**src/rtl/riscv_dm_pkg.sv**
```systemverilog
// Shared DMI field widths and opcode/status encodings for the debug-module side.
package riscv_dm_pkg;

  localparam int unsigned DMI_ADDR_WIDTH = 7;
  localparam int unsigned DMI_DATA_WIDTH = 32;
  localparam int unsigned DMI_OP_WIDTH   = 2;

  localparam logic [DMI_OP_WIDTH-1:0] DMI_OP_NOP      = 2'd0;
  localparam logic [DMI_OP_WIDTH-1:0] DMI_OP_READ     = 2'd1;
  localparam logic [DMI_OP_WIDTH-1:0] DMI_OP_WRITE    = 2'd2;
  localparam logic [DMI_OP_WIDTH-1:0] DMI_OP_RESERVED = 2'd3;

  localparam logic [DMI_OP_WIDTH-1:0] RD_OP_SUCCESS = 2'd0;
  localparam logic [DMI_OP_WIDTH-1:0] RD_OP_FAILED  = 2'd2;

endpackage

```
**src/rtl/riscv_dmi_responder_if.sv**
```systemverilog
// DMI request/response channel plus the register-access port of the DMI responder.
interface riscv_dmi_responder_if;
  import riscv_dm_pkg::*;

  logic                      req_valid_i;
  logic                      req_ready_o;
  logic [DMI_ADDR_WIDTH-1:0] req_addr_i;
  logic [DMI_DATA_WIDTH-1:0] req_data_i;
  logic [DMI_OP_WIDTH-1:0]   req_op_i;

  logic                      resp_valid_o;
  logic                      resp_ready_i;
  logic [DMI_DATA_WIDTH-1:0] resp_data_o;
  logic [DMI_OP_WIDTH-1:0]   resp_op_o;

  logic                      reg_valid_o;
  logic                      reg_ready_i;
  logic                      reg_we_o;
  logic [DMI_ADDR_WIDTH-1:0] reg_addr_o;
  logic [DMI_DATA_WIDTH-1:0] reg_wdata_o;
  logic [DMI_DATA_WIDTH-1:0] reg_rdata_i;
  logic                      reg_err_i;

  // Responder side
  modport slave (
    input  req_valid_i, req_addr_i, req_data_i, req_op_i,
    output req_ready_o,
    output resp_valid_o, resp_data_o, resp_op_o,
    input  resp_ready_i,
    output reg_valid_o, reg_we_o, reg_addr_o, reg_wdata_o,
    input  reg_ready_i, reg_rdata_i, reg_err_i
  );

  // DTM and register-file side
  modport master (
    output req_valid_i, req_addr_i, req_data_i, req_op_i,
    input  req_ready_o,
    input  resp_valid_o, resp_data_o, resp_op_o,
    output resp_ready_i,
    input  reg_valid_o, reg_we_o, reg_addr_o, reg_wdata_o,
    output reg_ready_i, reg_rdata_i, reg_err_i
  );

endinterface

```
**src/rtl/riscv_dmi_responder.sv**
```systemverilog
// DMI responder: turns one DMI request at a time into a bounded register access
// and returns the result with a DMI status code.
module riscv_dmi_responder
  import riscv_dm_pkg::*;
#(
  parameter int unsigned               TIMEOUT_CYCLES = 255,
  parameter logic [DMI_ADDR_WIDTH-1:0] MAX_ADDR       = 7'h7F
) (
  input logic                  clk_i,
  input logic                  rst_i,
  riscv_dmi_responder_if.slave bus
);

  localparam int unsigned     CntW    = (TIMEOUT_CYCLES == 0) ? 1 : $clog2(TIMEOUT_CYCLES + 1);
  localparam logic [CntW-1:0] CntMax  = CntW'(TIMEOUT_CYCLES);
  localparam logic [CntW-1:0] CntLast = (TIMEOUT_CYCLES == 0) ? '0 : CntW'(TIMEOUT_CYCLES - 1);

  typedef enum logic [1:0] {StIdle, StAccess, StResp} state_e;

  state_e                    state_q, state_d;
  logic                      req_ready_q;
  logic                      capture;
  logic                      timeout;
  logic [CntW-1:0]           cnt_q, cnt_d;
  logic [DMI_ADDR_WIDTH-1:0] addr_q;
  logic [DMI_DATA_WIDTH-1:0] wdata_q;
  logic [DMI_OP_WIDTH-1:0]   op_q;
  logic [DMI_DATA_WIDTH-1:0] resp_data_q, resp_data_d;
  logic [DMI_OP_WIDTH-1:0]   resp_op_q, resp_op_d;

  assign timeout = (TIMEOUT_CYCLES != 0) && (cnt_q == CntLast);

  always_comb begin
    state_d     = state_q;
    cnt_d       = cnt_q;
    resp_data_d = resp_data_q;
    resp_op_d   = resp_op_q;
    capture     = 1'b0;
    unique case (state_q)
      StIdle: begin
        if (bus.req_valid_i && req_ready_q) begin
          capture     = 1'b1;
          cnt_d       = '0;
          resp_data_d = '0;
          if (bus.req_op_i == DMI_OP_NOP) begin
            state_d   = StResp;
            resp_op_d = RD_OP_SUCCESS;
          end else if (bus.req_op_i == DMI_OP_RESERVED || bus.req_addr_i > MAX_ADDR) begin
            state_d   = StResp;
            resp_op_d = RD_OP_FAILED;
          end else begin
            state_d   = StAccess;
          end
        end
      end
      StAccess: begin
        // A completion in the timeout cycle still counts as a normal completion.
        if (bus.reg_ready_i) begin
          state_d     = StResp;
          resp_op_d   = bus.reg_err_i ? RD_OP_FAILED : RD_OP_SUCCESS;
          resp_data_d = (op_q == DMI_OP_READ && !bus.reg_err_i) ? bus.reg_rdata_i : '0;
        end else if (timeout) begin
          state_d     = StResp;
          resp_op_d   = RD_OP_FAILED;
          resp_data_d = '0;
        end else if (cnt_q != CntMax) begin
          cnt_d = cnt_q + 1'b1;
        end
      end
      StResp: begin
        if (bus.resp_ready_i) state_d = StIdle;
      end
      default: state_d = StIdle;
    endcase
  end

  always_ff @(posedge clk_i) begin
    if (rst_i) begin
      state_q     <= StIdle;
      req_ready_q <= 1'b0;
      cnt_q       <= '0;
      addr_q      <= '0;
      wdata_q     <= '0;
      op_q        <= DMI_OP_NOP;
      resp_data_q <= '0;
      resp_op_q   <= RD_OP_SUCCESS;
    end else begin
      state_q     <= state_d;
      // Registered so req_ready_o stays low throughout reset.
      req_ready_q <= (state_d == StIdle);
      cnt_q       <= cnt_d;
      resp_data_q <= resp_data_d;
      resp_op_q   <= resp_op_d;
      if (capture) begin
        addr_q  <= bus.req_addr_i;
        wdata_q <= bus.req_data_i;
        op_q    <= bus.req_op_i;
      end
    end
  end

  assign bus.req_ready_o  = req_ready_q;
  assign bus.reg_valid_o  = (state_q == StAccess);
  assign bus.reg_we_o     = (op_q == DMI_OP_WRITE);
  assign bus.reg_addr_o   = addr_q;
  assign bus.reg_wdata_o  = wdata_q;
  assign bus.resp_valid_o = (state_q == StResp);
  assign bus.resp_data_o  = resp_data_q;
  assign bus.resp_op_o    = resp_op_q;

endmodule

```
**src/flat_wrapper.sv**
```systemverilog
// flat-port wrapper written by rule: the top's interface ports become plain ports
module riscv_dmi_responder_flat import riscv_dm_pkg::*;
#(
  parameter int unsigned               TIMEOUT_CYCLES = 255,
  parameter logic [DMI_ADDR_WIDTH-1:0] MAX_ADDR       = 7'h7F
)
  (clk_i, rst_i, bus_req_valid_i, bus_req_addr_i, bus_req_data_i, bus_req_op_i, bus_req_ready_o, bus_resp_valid_o, bus_resp_data_o, bus_resp_op_o, bus_resp_ready_i, bus_reg_valid_o, bus_reg_we_o, bus_reg_addr_o, bus_reg_wdata_o, bus_reg_ready_i, bus_reg_rdata_i, bus_reg_err_i);
  riscv_dmi_responder_if bus_i ();
  input logic clk_i;
  input logic rst_i;
  input wire logic [$bits(bus_i.req_valid_i)-1:0] bus_req_valid_i;
  input wire logic [$bits(bus_i.req_addr_i)-1:0] bus_req_addr_i;
  input wire logic [$bits(bus_i.req_data_i)-1:0] bus_req_data_i;
  input wire logic [$bits(bus_i.req_op_i)-1:0] bus_req_op_i;
  output wire logic [$bits(bus_i.req_ready_o)-1:0] bus_req_ready_o;
  output wire logic [$bits(bus_i.resp_valid_o)-1:0] bus_resp_valid_o;
  output wire logic [$bits(bus_i.resp_data_o)-1:0] bus_resp_data_o;
  output wire logic [$bits(bus_i.resp_op_o)-1:0] bus_resp_op_o;
  input wire logic [$bits(bus_i.resp_ready_i)-1:0] bus_resp_ready_i;
  output wire logic [$bits(bus_i.reg_valid_o)-1:0] bus_reg_valid_o;
  output wire logic [$bits(bus_i.reg_we_o)-1:0] bus_reg_we_o;
  output wire logic [$bits(bus_i.reg_addr_o)-1:0] bus_reg_addr_o;
  output wire logic [$bits(bus_i.reg_wdata_o)-1:0] bus_reg_wdata_o;
  input wire logic [$bits(bus_i.reg_ready_i)-1:0] bus_reg_ready_i;
  input wire logic [$bits(bus_i.reg_rdata_i)-1:0] bus_reg_rdata_i;
  input wire logic [$bits(bus_i.reg_err_i)-1:0] bus_reg_err_i;
  assign bus_i.req_valid_i = bus_req_valid_i;
  assign bus_i.req_addr_i = bus_req_addr_i;
  assign bus_i.req_data_i = bus_req_data_i;
  assign bus_i.req_op_i = bus_req_op_i;
  assign bus_req_ready_o = bus_i.req_ready_o;
  assign bus_resp_valid_o = bus_i.resp_valid_o;
  assign bus_resp_data_o = bus_i.resp_data_o;
  assign bus_resp_op_o = bus_i.resp_op_o;
  assign bus_i.resp_ready_i = bus_resp_ready_i;
  assign bus_reg_valid_o = bus_i.reg_valid_o;
  assign bus_reg_we_o = bus_i.reg_we_o;
  assign bus_reg_addr_o = bus_i.reg_addr_o;
  assign bus_reg_wdata_o = bus_i.reg_wdata_o;
  assign bus_i.reg_ready_i = bus_reg_ready_i;
  assign bus_i.reg_rdata_i = bus_reg_rdata_i;
  assign bus_i.reg_err_i = bus_reg_err_i;
  riscv_dmi_responder #(.TIMEOUT_CYCLES(TIMEOUT_CYCLES), .MAX_ADDR(MAX_ADDR)) u_core (.clk_i(clk_i), .rst_i(rst_i), .bus(bus_i));
endmodule
```
**config.mk**
```make
export PLATFORM = sky130hd
export DESIGN_NAME = riscv_dmi_responder_flat
export DESIGN_NICKNAME = d
export VERILOG_FILES = /design/src/rtl/riscv_dm_pkg.sv /design/src/rtl/riscv_dmi_responder_if.sv /design/src/rtl/riscv_dmi_responder.sv /design/src/flat_wrapper.sv
export SDC_FILE = /design/constraint.sdc
export NUM_CORES = 1
export LEC_CHECK = 0
export CORE_ASPECT_RATIO = 2
export CORE_MARGIN = 5
export CORE_UTILIZATION = 36
export CTS_BUF_LIST = sky130_fd_sc_hd__clkbuf_8 sky130_fd_sc_hd__clkbuf_16
export DETAILED_ROUTE_END_ITERATION = 7
export PLACE_DENSITY = 0.79
export SLEW_MARGIN = 10
export SYNTH_ARGS = -nofsm -noshare
export SYNTH_HDL_FRONTEND = slang
export SYNTH_SLANG_ARGS = --single-unit
```
**constraint.sdc**
```tcl
create_clock -name clk_i -period 1.7 [get_ports clk_i]
set_clock_uncertainty 0.05 [all_clocks]
set_input_delay 0.17 -clock clk_i [delete_from_list [all_inputs] [get_ports clk_i]]
set_output_delay 0.17 -clock clk_i [all_outputs]
set_load 0.005 [all_outputs]
```
==> results of run 1 <==
## flip-flops by register name, indices dropped and copies added, names as in the netlist
register / count
u_core.op_q: 2
u_core.bus.req_ready_o: 1
u_core.bus.reg_wdata_o: 32
u_core.cnt_q: 8
u_core.bus.resp_op_o: 1
u_core.bus.reg_addr_o: 7
u_core.state_q: 2
u_core.bus.resp_data_o: 32
## placed cells by master, fill, tap and decap left out, types with 2 or more instances in the layout
cell type / Yosys / final
nand2b_1: 2 / 2
nand2_1: 86 / 86
or4_1: 4 / 4
o31ai_1: 2 / 2
inv_2: 1 / 2
clkinvlp_4: 0 / 2
nor2b_1: 2 / 2
buf_4: 1 / 20
buf_6: 2 / 3
a21oi_1: 49 / 49
nor2_1: 6 / 5
nand3_1: 3 / 3
clkbuf_16: 0 / 11
o21a_1: 2 / 2
or3_1: 2 / 2
a22o_1: 32 / 32
dfxtp_2: 0 / 3
dfxtp_1: 85 / 82
clkinv_4: 0 / 2
inv_1: 4 / 5
buf_12: 0 / 2
clkdlybuf4s50_1: 0 / 151
o21ai_0: 5 / 5
nor3_1: 3 / 2
## metrics by stage
step	std cells	TNS, ns
after global placement	593	-2.29
final	612	0
after global routing	612	-1.40
after floorplan	341	0
after CTS	609	0
after detailed placement	593	-3.75
## Yosys cell counts
cell and count:
dfxtp_1 85, xor2_1 1, buf_1 3, nor3b_1 1
o311ai_1 1, nor2b_1 2, a21oi_2 1, nand4bb_1 1
o31ai_1 2, and4bb_1 1, nand3_1 3, nor4_1 2
or4_1 4, a31oi_1 1, a22o_1 32, nor4bb_1 1
a211o_1 1, o21a_1 2, a22oi_1 1, nor3_1 3
o21ai_0 5, ha_1 2, conb_1 1, a21oi_1 49
nand2b_2 1, nand2b_1 2, buf_4 1, buf_2 6
inv_2 1, o21ba_2 1, o41ai_1 2, o2111a_1 1
and2_1 1, nand4b_1 1, a2111oi_0 1, inv_1 4
nor3b_2 1, mux2i_1 1, buf_6 2, clkbuf_1 14
and4_1 1, a311o_1 1, or3_1 2, nand2_1 86
nor2_1 6
## final timing paths
path,startpoint,end,slack [ns],depth (start not counted)
min reg2reg,u_core.bus.reg_wdata_o[4]$_SDFFE_PP0P_,u_core.bus.reg_wdata_o[4]$_SDFFE_PP0P_,0.40,2
min,rst_i,u_core.state_q[0]$_SDFF_PP0_,0.15,2
max reg2reg,u_core.cnt_q[0]$_SDFFE_PP0P_,u_core.bus.resp_data_o[24]$_SDFFE_PP0P_,0.006,7
max,u_core.cnt_q[0]$_SDFFE_PP0P_,u_core.bus.resp_data_o[24]$_SDFFE_PP0P_,0.006,7
## timing repair
| action | 4_1_cts | 5_1_grt |
|---|---|---|
| cloned | 0 | 2 |
| endpoints found under the setup margin | 14 | 40 |
| endpoints found under the hold margin | 0 | 0 |
| gates resized for setup | 5 | 13 |
| setup buffers | 0 | 1 |
| pin swaps | 0 | 3 |
| hold buffers | 0 | 0 |
## power breakdown
group / internal (uW) / leakage, uW / total, uW / switching (uW)
sequential: 2060 / 0.000690 / 2100 / 41.5
clock: 980 / 0.000134 / 1740 / 756
combinational: 397 / 0.00112 / 663 / 266
## layout make-up
cell class,count,area [um^2],share of cell area [%]
tap,100,125,2.38
timing repair buffer,181,1810,34.5
multi-input combinational,225,1320,25.1
sequential,85,1710,32.5
clock inverter,7,45.0,0.858
inverter,5,18.8,0.358
clock buffer,9,225,4.29
## kinds of logic after synthesis
logic type | count (synthesis) | synth area share, %
xor+xnor | 1 | 0.282
mux | 1 | 0.322
flops | 85 | 54.7
compound gates | 101 | 21.8
fa+ha+maj | 2 | 0.804
simple gates | 119 | 17.4
other cells | 1 | 0.121
buf+inv | 31 | 4.58
## per-layer routing
metal	routed length (um)	vias up
li1	-	1521
met1	3410	1392
met2	5200	114
met3	738	20
met4	269	0
met5	0	-
==> run metrics, run 1 <==
status=finished clean; Ports=156; filler instances=about 750; synthesized net count=~420; H-tree depth=3; Total GRT Usage=between 10% and 20%; final instance area=~5200 um^2; Worst Hold Slack=between 0.15 and 0.2 ns; clock tree root buffer cell=clkbuf_16; Worst setup SP type=flip-flop; Setup WS pre-CTS=-0.158 ns; period utilization=99.7%; first-pass GRT wire length=between 10000 and 15000 um; element type at the critical path end=flip-flop; DR iter-0 viols=between 100 and 150; DP HPWL=between 7000 and 8000 um; wire per inst=roughly 16 um; antenna-violating nets left=0; TritonRoute pass-1 iters=4; final WL=about 9600 um; layout cell share with drive strength beyond 1=11.5%; CTS tree=built; sequence of cells on the critical path=inv_2, ha_4, buf_6, a311o_1, a21oi_4, clkbuf_16, a22o_1; largest cells by area after synthesis=dfxtp_1 (55%), nand2_1 (10%), a22o_1 (9.0%), a21oi_1 (7.9%), clkbuf_1 (1.7%); drt drc=0; Critical Path Slowest Stage Cell=dfxtp_2; post-synth cell types=between 40 and 50; Vias per Instance=approximately 5; core area=between 8000 and 9000 um^2; met3 Use GR=between 5 and 6%; row cnt=48; die width=roughly 76 um; final setup violating endpoints=0; critical path type=reg2reg; PortBufs=approximately 150; initial antenna violation count=0; Vias=roughly 3k; synthesized area per cell=roughly 9.1 um^2; met2 Usage GRT=30.8%; Initial Utilization=approximately 36%; Finished Core Util=between 60% and 70%; vias in the first global route=slightly above 3k; die height=141 um; dpl cell area=around 4900 um^2; Post-Syn Area=approximately 3100 um^2; Yosys reg bits=between 80 and 90; CTS Buf Count=9; final worst slack=approximately 0.0056 ns; Hold Crit Class=in2reg; Lkg Pwr=between 0.0015 and 0.002 uW; crit-path max FO=16; largest net degree at the start of global routing=33; Worst VDD drop=around 0.00076 V; sequential element share of the synthesized area=54.7%; crit-path leading delay family=compound AO/OA/AOI/OAI gates; Yosys warnings=0; Slew Viols, Final=0; clk slew on worst S/H paths=0.06 ns; Fmax=roughly 590 MHz; Syn Inst Count=around 340; area leader, netlist=dfxtp_1; area delta synth->final=68.7%; minimum clock period after layout=1.69 ns; DIE AREA=10700 um^2; clock sink count=85; critical path data required time=about 1.9 ns; Yosys top cell area share=a little over half; diode count=0; worst-skew pair later-pin latency=between 0.3 and 0.4 ns; GR peak layer=met2; Worst path max stage delay=about 0.35 ns; Final Hold Fails=0; Final Power=4500 uW; M1 GR Usage=around 18%; pwr/cell area=~860 nW/um^2; crit path DAT=roughly 1.9 ns; CTS Buffer Depth=2; layout net count=a little under 600; max_cap viols=0; RSZ-0062 raised after global routing=yes; GP Congestion=roughly 0.79; Critical path buffers and inverters=3; GRT overflow=0
Power figures use the tool's default switching activity.
==> run 2: changes to the inputs <==
- CORE_MARGIN: 5 -> unset
- CORE_UTILIZATION: 36 -> 43
- PLACE_DENSITY: 0.79 -> 0.88
- clock period: 1.7 -> 2.2 ns (I/O delays scaled with it)
==> run 2 against run 1 <==
  * Via count down 2.2%
  * Cell area shrank 4.2%
  * Largest cell class is now sequential cells
  * Critical endpoint is now bus_reg_valid_o
  * Setup slack improved by 0.27 ns
  * Clock-buffer cell count increased by 2
  * Hold slack better by 0.18 ns
  * Die area is 29% lower
  * Largest power group unchanged
  * Total power shrank 18%
==> run metrics, run 2 (synthesis results as in run 1) <==
Finished Layout Cells=582 (-4.9%); RSZ-0062 raised after global routing=no; P_int=2910 uW (-15%); Comb power frac=12.4% (-2.3 points); Post-CTS Resized=0 (-5); initial antenna violation count=0 (unchanged); CTS Buf Count=9 (unchanged); Worst VDD drop=0.000704 V (-6.9%); Slew Viols, Final=0 (unchanged); row cnt=43 (-10%); NetSw=779 uW (-27%); largest net degree at the start of global routing=33 (unchanged); Total GRT Usage=22.9% (+5.6 points); vias in the first global route=2942 (-4.6%); die height=122 um (-14%); sw frac=21.1% (-2.5 points); Hold Crit Class=in2reg; PortBufs=154 (unchanged); critical path data required time=1.93 ns (about the same); Vias=2981 (-2.2%); layout net count=568 (-3.4%); TritonRoute pass-1 iters=4 (unchanged); Final Hold Fails=0 (unchanged); CTS Buffer Depth=2 (unchanged); hold path startpoint=rst_i; Worst slew margin=53.1%; CTS tree=built; antenna-violating nets left=0 (unchanged); Setup Fix Bufs, Post-CTS=0 (unchanged); period utilization=roughly 87%; DIE AREA=7600 um^2 (-29%); Fmax=521 MHz; filler instances=503 (-33%); minimum clock period after layout=approximately 1.9 ns; worst-skew pair later-pin latency=0.33 ns (about the same); Hold Buf Count CTS=0 (unchanged); most common cell after layout, fill and taps aside=clkdlybuf4s50_1; Worst setup SP type=flip-flop; final WL=8400 um (-13%); DR iter-0 viols=156 (+4.7%); area delta synth->final=61.5%; clock tree root buffer cell=clkbuf_16; clock group share of total power=43.5% (+5.0 points); status=finished clean; DP HPWL=6180 um (-14%); max_cap viols=0 (unchanged); placed insts=566 (-4.6%); Ports=156 (unchanged); die width=62.2 um (-18%); GRT overflow=0 (unchanged); drt drc=0 (unchanged); GP Congestion=0.803 (+2.0%); Worst Hold Slack=0.331 ns (+0.180 ns); pwr/cell area=734 nW/um^2 (-14%); clock sink count=85 (unchanged); Critical path origin=u_core.state_q[0]$_SDFF_PP0_; Initial Utilization=44.8% (+8.3 points); layout cell share with drive strength beyond 1=6.10% (-5.4 points); most frequent cells in the layout=clkdlybuf4s50_1 (153), nand2_1 (86), dfxtp_1 (85), a21oi_1 (49), a22o_1 (32); sequential share of power=44.1% (-2.6 points); H-tree depth=3 (unchanged); critical path type=reg2out; Vias per Instance=5.12 (+2.9%); diode count=0 (unchanged); element type at the critical path end=output port; Worst-Margin Slew=between 0.7 and 0.8 ns; Lkg Pwr=0.00184 uW (-5.7%); wire per inst=14.4 um (-8.1%); R2R setup slack=0.35 ns (+0.34 ns); clk slew on worst S/H paths=0.06 ns (about the same); crit path DAT=1.65 ns (-0.27 ns); final setup violating endpoints=0 (unchanged); r2r startpoint=u_core.cnt_q[0]$_SDFFE_PP0P_; crit-path max FO=10 (-6); Setup TNS=0 ns (unchanged); first-pass GRT wire length=13700 um (-5.5%); core area=6940 um^2 (-19%)
## run 2: cell types whose count changed in the layout (fill, tap and decap cells not counted), moves of 3 or more
cell,before,now
buf_4,20,7
buf_6,3,0
dfxtp_1,82,85
dfxtp_2,3,0
## run 2: cell type report
type                            instances  area [um^2]  share of cell area, %
Clock inverter                          5         73.8                   1.47
Sequential cell                        85         1700                   33.9
Tap cell                               90          113                   2.24
Inverter                                5         18.8                  0.373
Multi-Input combinational cell        225         1280                   25.4
Clock buffer                           11          253                   5.03
Timing Repair Buffer                  161         1590                   31.6
## run 2: layer usage
layer	part of all wire, %	global-route usage, %	routed length (um)	up-vias
met1	38	24.2	3220	1371
met2	53	40.7	4430	112
li1	-	-	-	1478
met3	5.7	7.16	476	20
met4	3.3	11.8	278	0
met5	0	0	0	-
## run 2: through the flow
stage          power, uW  setup WS, ns  area, um^2  util [%]
6_report            3690         0.280        5030      72.4
5_1_grt             3850         0.171        5030      72.4
4_1_cts             3730         0.265        5030      72.4
3_5_place_dp        2120         0.179        4700      67.7
3_3_place_gp        2110         0.289        4700      67.7
2_1_floorplan       1830         0.563        3110         -
## run 2: power groups by stage
stage	combinational (uW)	sequential, uW	clock [uW]
floorplan	173	1660	0
finish	456	1630	1600
detailed placement	457	1660	0
global placement	448	1660	0
global route	498	1630	1710
CTS	460	1630	1640
## run 2: path summary, 6_finish.rpt
| kind | cells past startpoint | endpoint |
|---|---|---|
| worst min-delay path | 2 | u_core.state_q[0]$_SDFF_PP0_ |
| worst max register to register | 5 | u_core.cnt_q[3]$_SDFFE_PP0P_ |
| worst min register to register | 2 | u_core.bus.reg_wdata_o[26]$_SDFFE_PP0P_ |
| worst max-delay path | 3 | bus_reg_valid_o |
## run 2: worst max-delay path: stages, from the launching register on
cell and delay (ns):
dfxtp_1 0.50, nand2b_2 0.16, inv_2 0.14, clkdlybuf4s50_1 0.52
